$ cat src/rtl/mul_seq_ctrl.sv
// Sequencer for a shift-and-add multiplier: one operand pair in, clear/load/busy strobes out, product back.
// Latency: product valid WIDTH+2 cycles after acceptance with dp_ready high on the first WAIT cycle.
// Backpressure: single operation in flight; product held in DONE until out_ready, in_ready low outside IDLE.
//
// Ports:
//   clk, reset            clock and synchronous active-high reset
//   in_valid/in_ready     operand handshake, in_a/in_b operands
//   dp_clear/dp_load      one-cycle datapath strobes, dp_busy shift/add enable
//   dp_opa/dp_opb         registered operands to the datapath
//   dp_mul/dp_ready       product and completion flag from the datapath
//   out_valid/out_ready   product handshake, out_prod product, out_err watchdog abort
//
// Optional feature: define MUL_SEQ_CTRL_WATCHDOG_EN to abort a WAIT that exceeds TIMEOUT cycles.
module mul_seq_ctrl #(
    parameter int WIDTH   = 8,
    parameter int TIMEOUT = 16
) (
    input  logic                 clk,
    input  logic                 reset,
    input  logic                 in_valid,
    output logic                 in_ready,
    input  logic [WIDTH-1:0]     in_a,
    input  logic [WIDTH-1:0]     in_b,
    output logic                 dp_clear,
    output logic                 dp_load,
    output logic                 dp_busy,
    output logic [WIDTH-1:0]     dp_opa,
    output logic [WIDTH-1:0]     dp_opb,
    input  logic [2*WIDTH-1:0]   dp_mul,
    input  logic                 dp_ready,
    output logic                 out_valid,
    input  logic                 out_ready,
    output logic [2*WIDTH-1:0]   out_prod,
    output logic                 out_err
);

    localparam int CW = $clog2(WIDTH + 1);

    // Reject configurations the counter and watchdog cannot represent.
    if (WIDTH < 2 || TIMEOUT < 1) begin : g_bad_param
        $error("mul_seq_ctrl: WIDTH must be >= 2 and TIMEOUT >= 1");
    end

    typedef enum logic [2:0] {
        S_IDLE,
        S_LOAD,
        S_RUN,
        S_WAIT,
        S_DONE
    } state_t;

    state_t          state;
    state_t          state_nxt;
    logic [CW-1:0]   cnt;
    logic            accept;
    logic            handshake;
    logic            wd_expire;

`ifdef MUL_SEQ_CTRL_WATCHDOG_EN
    localparam int TW = $clog2(TIMEOUT + 1);
    logic [TW-1:0]   wd_cnt;

    // Fires on the TIMEOUT-th consecutive WAIT cycle without dp_ready.
    assign wd_expire = (state == S_WAIT) && !dp_ready && (wd_cnt == TW'(TIMEOUT - 1));
`else
    assign wd_expire = 1'b0;
`endif

    always_ff @(posedge clk) begin
        if (reset) begin
            state <= S_IDLE;
        end else begin
            state <= state_nxt;
        end
    end

    always_comb begin
        state_nxt = state;
        accept    = (state == S_IDLE) && in_valid && in_ready;
        handshake = (state == S_DONE) && out_valid && out_ready;
        case (state)
            S_IDLE: if (accept) state_nxt = S_LOAD;
            S_LOAD: state_nxt = S_RUN;
            S_RUN:  if (cnt == CW'(WIDTH - 1)) state_nxt = S_WAIT;
            // dp_ready is only looked at here, so a flag left high from the
            // previous product cannot end LOAD or RUN early.
            S_WAIT: if (dp_ready || wd_expire) state_nxt = S_DONE;
            S_DONE: if (handshake) state_nxt = S_IDLE;
            default: state_nxt = S_IDLE;
        endcase
    end

    // Strobes are decoded from the next state so every output is a flop
    // that is already valid in the first cycle of its state.
    always_ff @(posedge clk) begin
        if (reset) begin
            in_ready  <= 1'b0;
            dp_clear  <= 1'b0;
            dp_load   <= 1'b0;
            dp_busy   <= 1'b0;
            dp_opa    <= '0;
            dp_opb    <= '0;
            out_valid <= 1'b0;
            out_prod  <= '0;
            cnt       <= '0;
        end else begin
            in_ready  <= (state_nxt == S_IDLE);
            dp_clear  <= (state_nxt == S_LOAD);
            dp_load   <= (state_nxt == S_LOAD);
            dp_busy   <= (state_nxt == S_RUN);
            out_valid <= (state_nxt == S_DONE);

            if (accept) begin
                dp_opa <= in_a;
                dp_opb <= in_b;
            end

            if (state == S_LOAD) begin
                cnt <= '0;
            end else if (state == S_RUN) begin
                cnt <= cnt + 1'b1;
            end

            if ((state == S_WAIT) && dp_ready) begin
                out_prod <= dp_mul;
            end else if (wd_expire) begin
                out_prod <= '0;
            end
        end
    end

`ifdef MUL_SEQ_CTRL_WATCHDOG_EN
    always_ff @(posedge clk) begin
        if (reset) begin
            wd_cnt  <= '0;
            out_err <= 1'b0;
        end else begin
            if ((state == S_RUN) && (state_nxt == S_WAIT)) begin
                wd_cnt <= '0;
            end else if ((state == S_WAIT) && !dp_ready && !wd_expire) begin
                wd_cnt <= wd_cnt + 1'b1;
            end

            if ((state == S_WAIT) && dp_ready) begin
                out_err <= 1'b0;
            end else if (wd_expire) begin
                out_err <= 1'b1;
            end
        end
    end
`else
    assign out_err = 1'b0;
`endif

endmodule

$ cat config.mk
export PLATFORM = sky130hd
export DESIGN_NAME = mul_seq_ctrl
export DESIGN_NICKNAME = d
export VERILOG_FILES = /design/src/rtl/mul_seq_ctrl.sv
export SDC_FILE = /design/constraint.sdc
export NUM_CORES = 1
export LEC_CHECK = 0
export ABC_AREA = 1
export CAP_MARGIN = 30
export CORE_MARGIN = 4
export CORE_UTILIZATION = 41
export DETAILED_ROUTE_END_ITERATION = 8
export PLACE_DENSITY_LB_ADDON = 0.05
export REMOVE_ABC_BUFFERS = 1
export SLEW_MARGIN = 20
export SYNTH_ARGS = -nofsm -noshare
export SYNTH_HDL_FRONTEND = slang
export SYNTH_SLANG_ARGS = --single-unit
$ cat constraint.sdc
create_clock -name clk -period 1.6 [get_ports clk]
set_input_delay 0.16 -clock clk [delete_from_list [all_inputs] [get_ports clk]]
set_output_delay 0.16 -clock clk [all_outputs]
set_load 0.005 [all_outputs]
==> flow_summary.ini, run 1 <==
[cts]
cts_buffer_depth = 2
cts_tree = built
cts_buffers = 5
post_cts_buffers = 0
cts_htree_levels = 2
cts.clk_slew.worst_paths_ns = 0.08
holdBufCountCts = 0
cts_resized = 0
clock_latency_ns = 0.29
clockRootBuffer = clkbuf_8
cts.sinks = 43

[cells_and_area]
final_cells = 339
num-nets-final = 328
diodes = 0
nFillCells = 331
area_growth_pct = 54.6
drive_above_1_share = 0.107

[setup_path]
crit_buf_inv = 1
endpoint_kind = output pin
path_depth = 1
r2r_setup_slack_ns = 0.36
start_kind = flip-flop
rr_worst_depth = 5
timing.rr.end = in_ready
required_ns = 1.44
crit_family = buffers and inverters
r2r_start = state[1]
cp_slowest_cell = clkdlybuf4s50_1
critPathMaxStageDelay_ns = 0.52
path_max_fanout = 3
worstSetupPathType = reg2out
crit_chain = clkdlybuf4s50_1
critPathArrivalTime_ns = 1.15

[drt]
vias = 1569
drc = 0
vias_per_cell = 4.63
drtAntennaViolNets = 0
drt_pass1_iterations = 4
wl_microns = 3880
wl_per_cell_microns = 11.4
drt_iter0_markers = 73

[sta]
setup-tns-final_ns = 0
drv_slew = 0
fmax_ghz = 0.761
finalSetupViolations = 0
fin_crit_ns = 1.31
period_share = 0.821
finalHoldViolCount = 0
hold_slack_ns = 0.455
clock_skew_ns = 0.00569
rsz0062_at_grt = false

[run]
cap_violations = 0

[floorplanning]
dieArea_sq_um = 5120
core_sq_um = 3770
initial_core_util = 0.439
io_pins = 75
rows = 22
die_w_microns = 71.5
fp.dieH_microns = 71.5

[synthesis]
synth.distinct_cells = 21
synth.cell_area_sq_um = 1660
synthCells = 212
ys_warn_count = 0
avgSynthCellArea_sq_um = 7.81
ys_seq_area_frac = 0.520
ys_ff_latch = 43

[global_route]
grt.overflow.total = 0
grt_pass1_wl_microns = 6400
grt_pass1_vias = 1449
grt_usage = 0.156
antenna_found_initial = 0
grt_start_max_net_pins = 19

[pwr]
finalPower_mw = 2.22
p_leak_nw = 1.03
p_per_area_nw_per_um2 = 868
ir_worst_vdd_uv = 790

[hold_path]
min-delay-start = dp_mul[4]
holdPathEnd = out_prod[4]
hold_depth = 3
hold_class = in2reg

[placed_design]
gp_congestion = 0.760
numPortBuffers = 73
hpwl_microns = 2900
dp_cells = 331

[outcome]
outcome = complete, no violations
[stage by stage]
stage / area [sq um] / worst slack, ns / util
global placement: 2460 / 0.231 / 0.652
floorplan: 1590 / 0.414 / -
detailed placement: 2460 / 0.203 / 0.652
CTS: 2560 / 0.271 / 0.679
global route: 2560 / 0.212 / 0.679
finish: 2560 / 0.287 / 0.679
[metal layers]
metal  track usage  up-vias  part of all wire
li1              -      821                 -
met1         0.195      692              0.45
met2         0.248       51              0.47
met3        0.0547        5             0.073
met4        0.0564        0             0.011
met5             0        -                 0
[synth_stat cells]
| cell type | instances | area [sq um] |
|---|---|---|
| nand2_1 | 19 | 71.3 |
| nor2_2 | 11 | 68.8 |
| nand4_1 | 1 | 6.26 |
| ha_1 | 1 | 12.5 |
| o21ai_1 | 3 | 15.0 |
| dfxtp_1 | 43 | 861 |
| clkbuf_1 | 3 | 11.3 |
| a21oi_1 | 5 | 25.0 |
| nor2_4 | 2 | 22.5 |
| buf_6 | 3 | 33.8 |
| or2_2 | 1 | 6.26 |
| nand3_1 | 7 | 35.0 |
| inv_1 | 9 | 33.8 |
| o21ai_0 | 30 | 150 |
| inv_4 | 1 | 6.26 |
| nand3_4 | 1 | 17.5 |
| buf_4 | 2 | 15.0 |
| nor2_1 | 67 | 251 |
| conb_1 | 1 | 3.75 |
| inv_2 | 1 | 3.75 |
| clkbuf_2 | 1 | 5.00 |
[power by group]
| part | total [mW] | internal (mW) | switching, mW | leakage, nW |
|---|---|---|---|---|
| Clock | 0.732 | 0.394 | 0.338 | 0.0515 |
| Sequential | 1.15 | 1.12 | 0.0290 | 0.350 |
| Combinational | 0.342 | 0.213 | 0.129 | 0.631 |
| Total | 2.22 | 1.73 | 0.496 | 1.03 |
[logic make-up after synthesis]
logic type               Yosys count  synth area share
AO/OA/AOI/OAI                     38             0.115
adder cells (fa/ha/maj)            1           0.00756
buffers and inverters             20            0.0658
flip-flops                        43             0.520
other                              1           0.00227
AND/OR/NAND/NOR                  109             0.289
[layout make-up]
cell class / instances / area [sq um] / area share
sequential: 43 / 861 / 0.336
timing repair buffer: 80 / 808 / 0.316
multi-input combinational: 149 / 686 / 0.268
clock buffer: 8 / 100 / 0.0391
tap: 48 / 60.1 / 0.0235
inverter: 11 / 43.8 / 0.0171
[worst max-delay path by stage]
stage | startpoint | to | slack, ns
floorplan | state[1] | out_prod[3] | 0.41
global placement | dp_ready | out_prod[3] | 0.23
detailed placement | dp_ready | out_prod[5] | 0.20
CTS | in_ready | in_ready | 0.27
global route | state[1] | in_ready | 0.21
finish | in_ready | in_ready | 0.29
[flip-flops by register name, indices dropped and copies added (netlist names)]
register / count
cnt: 4
dp_busy: 1
dp_load: 1
dp_opa: 8
dp_opb: 8
in_ready: 1
out_prod: 16
out_valid: 1
state: 3
[layout by cell type (no fill, tap or decap), types with 2 or more instances in the layout]
master and count:
nand3_1 7, nor2_2 11, o21ai_1 3, buf_4 5
nor2_4 2, nor2_1 67, inv_1 9, nand2_1 19
o21ai_0 30, dfxtp_1 43, clkdlybuf4s50_1 73, buf_12 2
clkbuf_8 7, a21oi_1 5
No activity file was read; power rests on OpenSTA's default activity.
==> run 2: changes to the inputs <==
Settings changed: CORE_UTILIZATION 41 to 37.
Clock period 1.6 ns to 1.2 ns, I/O delays scaled along.
==> flow_summary.ini, run 2 (synthesis gave the netlist of run 1 again) <==
[outcome]
outcome = complete, no violations

[hold_path]
hold_class = in2reg
min-delay-start = dp_mul[5]

[floorplanning]
io_pins = 75
rows = 24
fp.dieH_microns = 74.9
core_sq_um = 4350
initial_core_util = 0.380
dieArea_sq_um = 5610
die_w_microns = 74.9

[drt]
drc = 0
maxUsedRoutingLayer = met4
vias = 1569
drtAntennaViolNets = 0
wl_microns = 3870
wl_met2_microns = 1840
wl_per_cell_microns = 11.2
drt_iter0_markers = 59
drt_pass1_iterations = 4
vias_per_cell = 4.53
wl_met1_microns = 1720
met3WireLength_microns = 258

[cells_and_area]
area_growth_pct = 53.6
num-nets-final = 333
register_area_sq_um = 871
postLayoutCoreUtil = 0.584
design_area_sq_um = 2540
reg_top3 = out_prod x16, dp_opa x8, dp_opb x8
diodes = 0
final_cells = 346
drive_above_1_share = 0.143
regMostFlops = out_prod
largest_register_ffs = 16
multi_input_comb_area_sq_um = 691
nFillCells = 436
final_cell_mix = nor2_1 (67), dlygate4sd2_1 (37), clkdlybuf4s50_1 (36)
layout_commonest_cell = nor2_1

[setup_path]
critPathArrivalTime_ns = 1.31
r2r_start = state[0]
endpoint_kind = flip-flop
path_max_fanout = 16
required_ns = 1.41
crit_chain = nor2_4 -> inv_1 -> nor2_4 -> buf_12 -> nor2_1 -> nor2_1
startpoint = state[0]
start_kind = flip-flop
critPathMaxStageDelay_ns = 0.37
cp_slowest_cell = dfxtp_2
worstSetupPathType = reg2reg

[sta]
rsz0062_at_grt = false
setup-tns-final_ns = 0
finalHoldViolCount = 0
hold_slack_ns = 0.414
drv_slew = 0
clock_skew_ns = 0.00558
period_share = 0.916
finalSetupViolations = 0
fin_crit_ns = 1.10
fmax_ghz = 0.910
fin_ws_ns = 0.101

[pwr]
p_per_area_nw_per_um2 = 1090
p_leak_nw = 1.21
finalPower_mw = 2.78
ir_worst_vdd_uv = 632

[cts]
cts_buffer_depth = 2
cts.clk_slew.worst_paths_ns = 0.07
clock_latency_ns = 0.28
cts_tree = built
cts_buffers = 5
clockRootBuffer = clkbuf_8
cts_htree_levels = 2
holdBufCountCts = 0
cts.sinks = 43

[global_route]
grt_usage = 0.153
antenna_found_initial = 0
grt_start_max_net_pins = 22
grt.overflow.total = 0
grt_pass1_vias = 1511
grt_pass1_wl_microns = 6580

[placed_design]
dpl-instance-area_sq_um = 2500
gp_congestion = 0.775
numPortBuffers = 73
hpwl_microns = 2940
place_ws_ns = -0.115
dp_cells = 340

[run]
cap_violations = 0
run 2: cell count changes in the layout (fill, tap and decap cells not counted):
cell and delta:
clkdlybuf4s50_1 -37, nor2_2 -1, buf_4 +5, dfxtp_1 -8, dlygate4sd2_1 +37, dfxtp_2 +8, nor2_4 +1, clkbuf_8 -2
run 2: worst paths after layout:
kind,depth (start not counted),slack [ns],endpoint
worst max-delay path,6,0.10,dp_opb[1]
worst min-delay path,3,0.41,out_prod[5]
worst max register to register,6,0.10,dp_opb[1]
worst min register to register,2,0.47,dp_opb[0]
run 2: layout make-up:
cell class,instances,area share
clock buffer,6,0.0285
timing repair buffer,85,0.314
sequential,43,0.343
multi-input combinational,149,0.272
tap,52,0.0256
inverter,11,0.0172
run 2: timing repair:
action,in CTS,in global routing
buffers inserted,0,0
endpoints found under the hold margin,0,0
setup endpoints to repair,38,36
pin swaps,0,0
gates resized for setup,43,3
run 2: power breakdown:
part           internal [mW]  switching, mW
clock                  0.388          0.432
combinational          0.252          0.171
sequential              1.49         0.0377
run 2: layer usage:
metal / GRT usage / vias up
li1: - / 832
met5: 0 / -
met4: 0.0652 / 0
met3: 0.0481 / 5
met1: 0.186 / 694
met2: 0.250 / 38
run 2: critical path: cells and delay by family (launching register included):
family / cells / cell delay, ns
buffers and inverters: 2 / 0.24
DFF: 1 / 0.37
and+or+nand+nor: 4 / 0.40
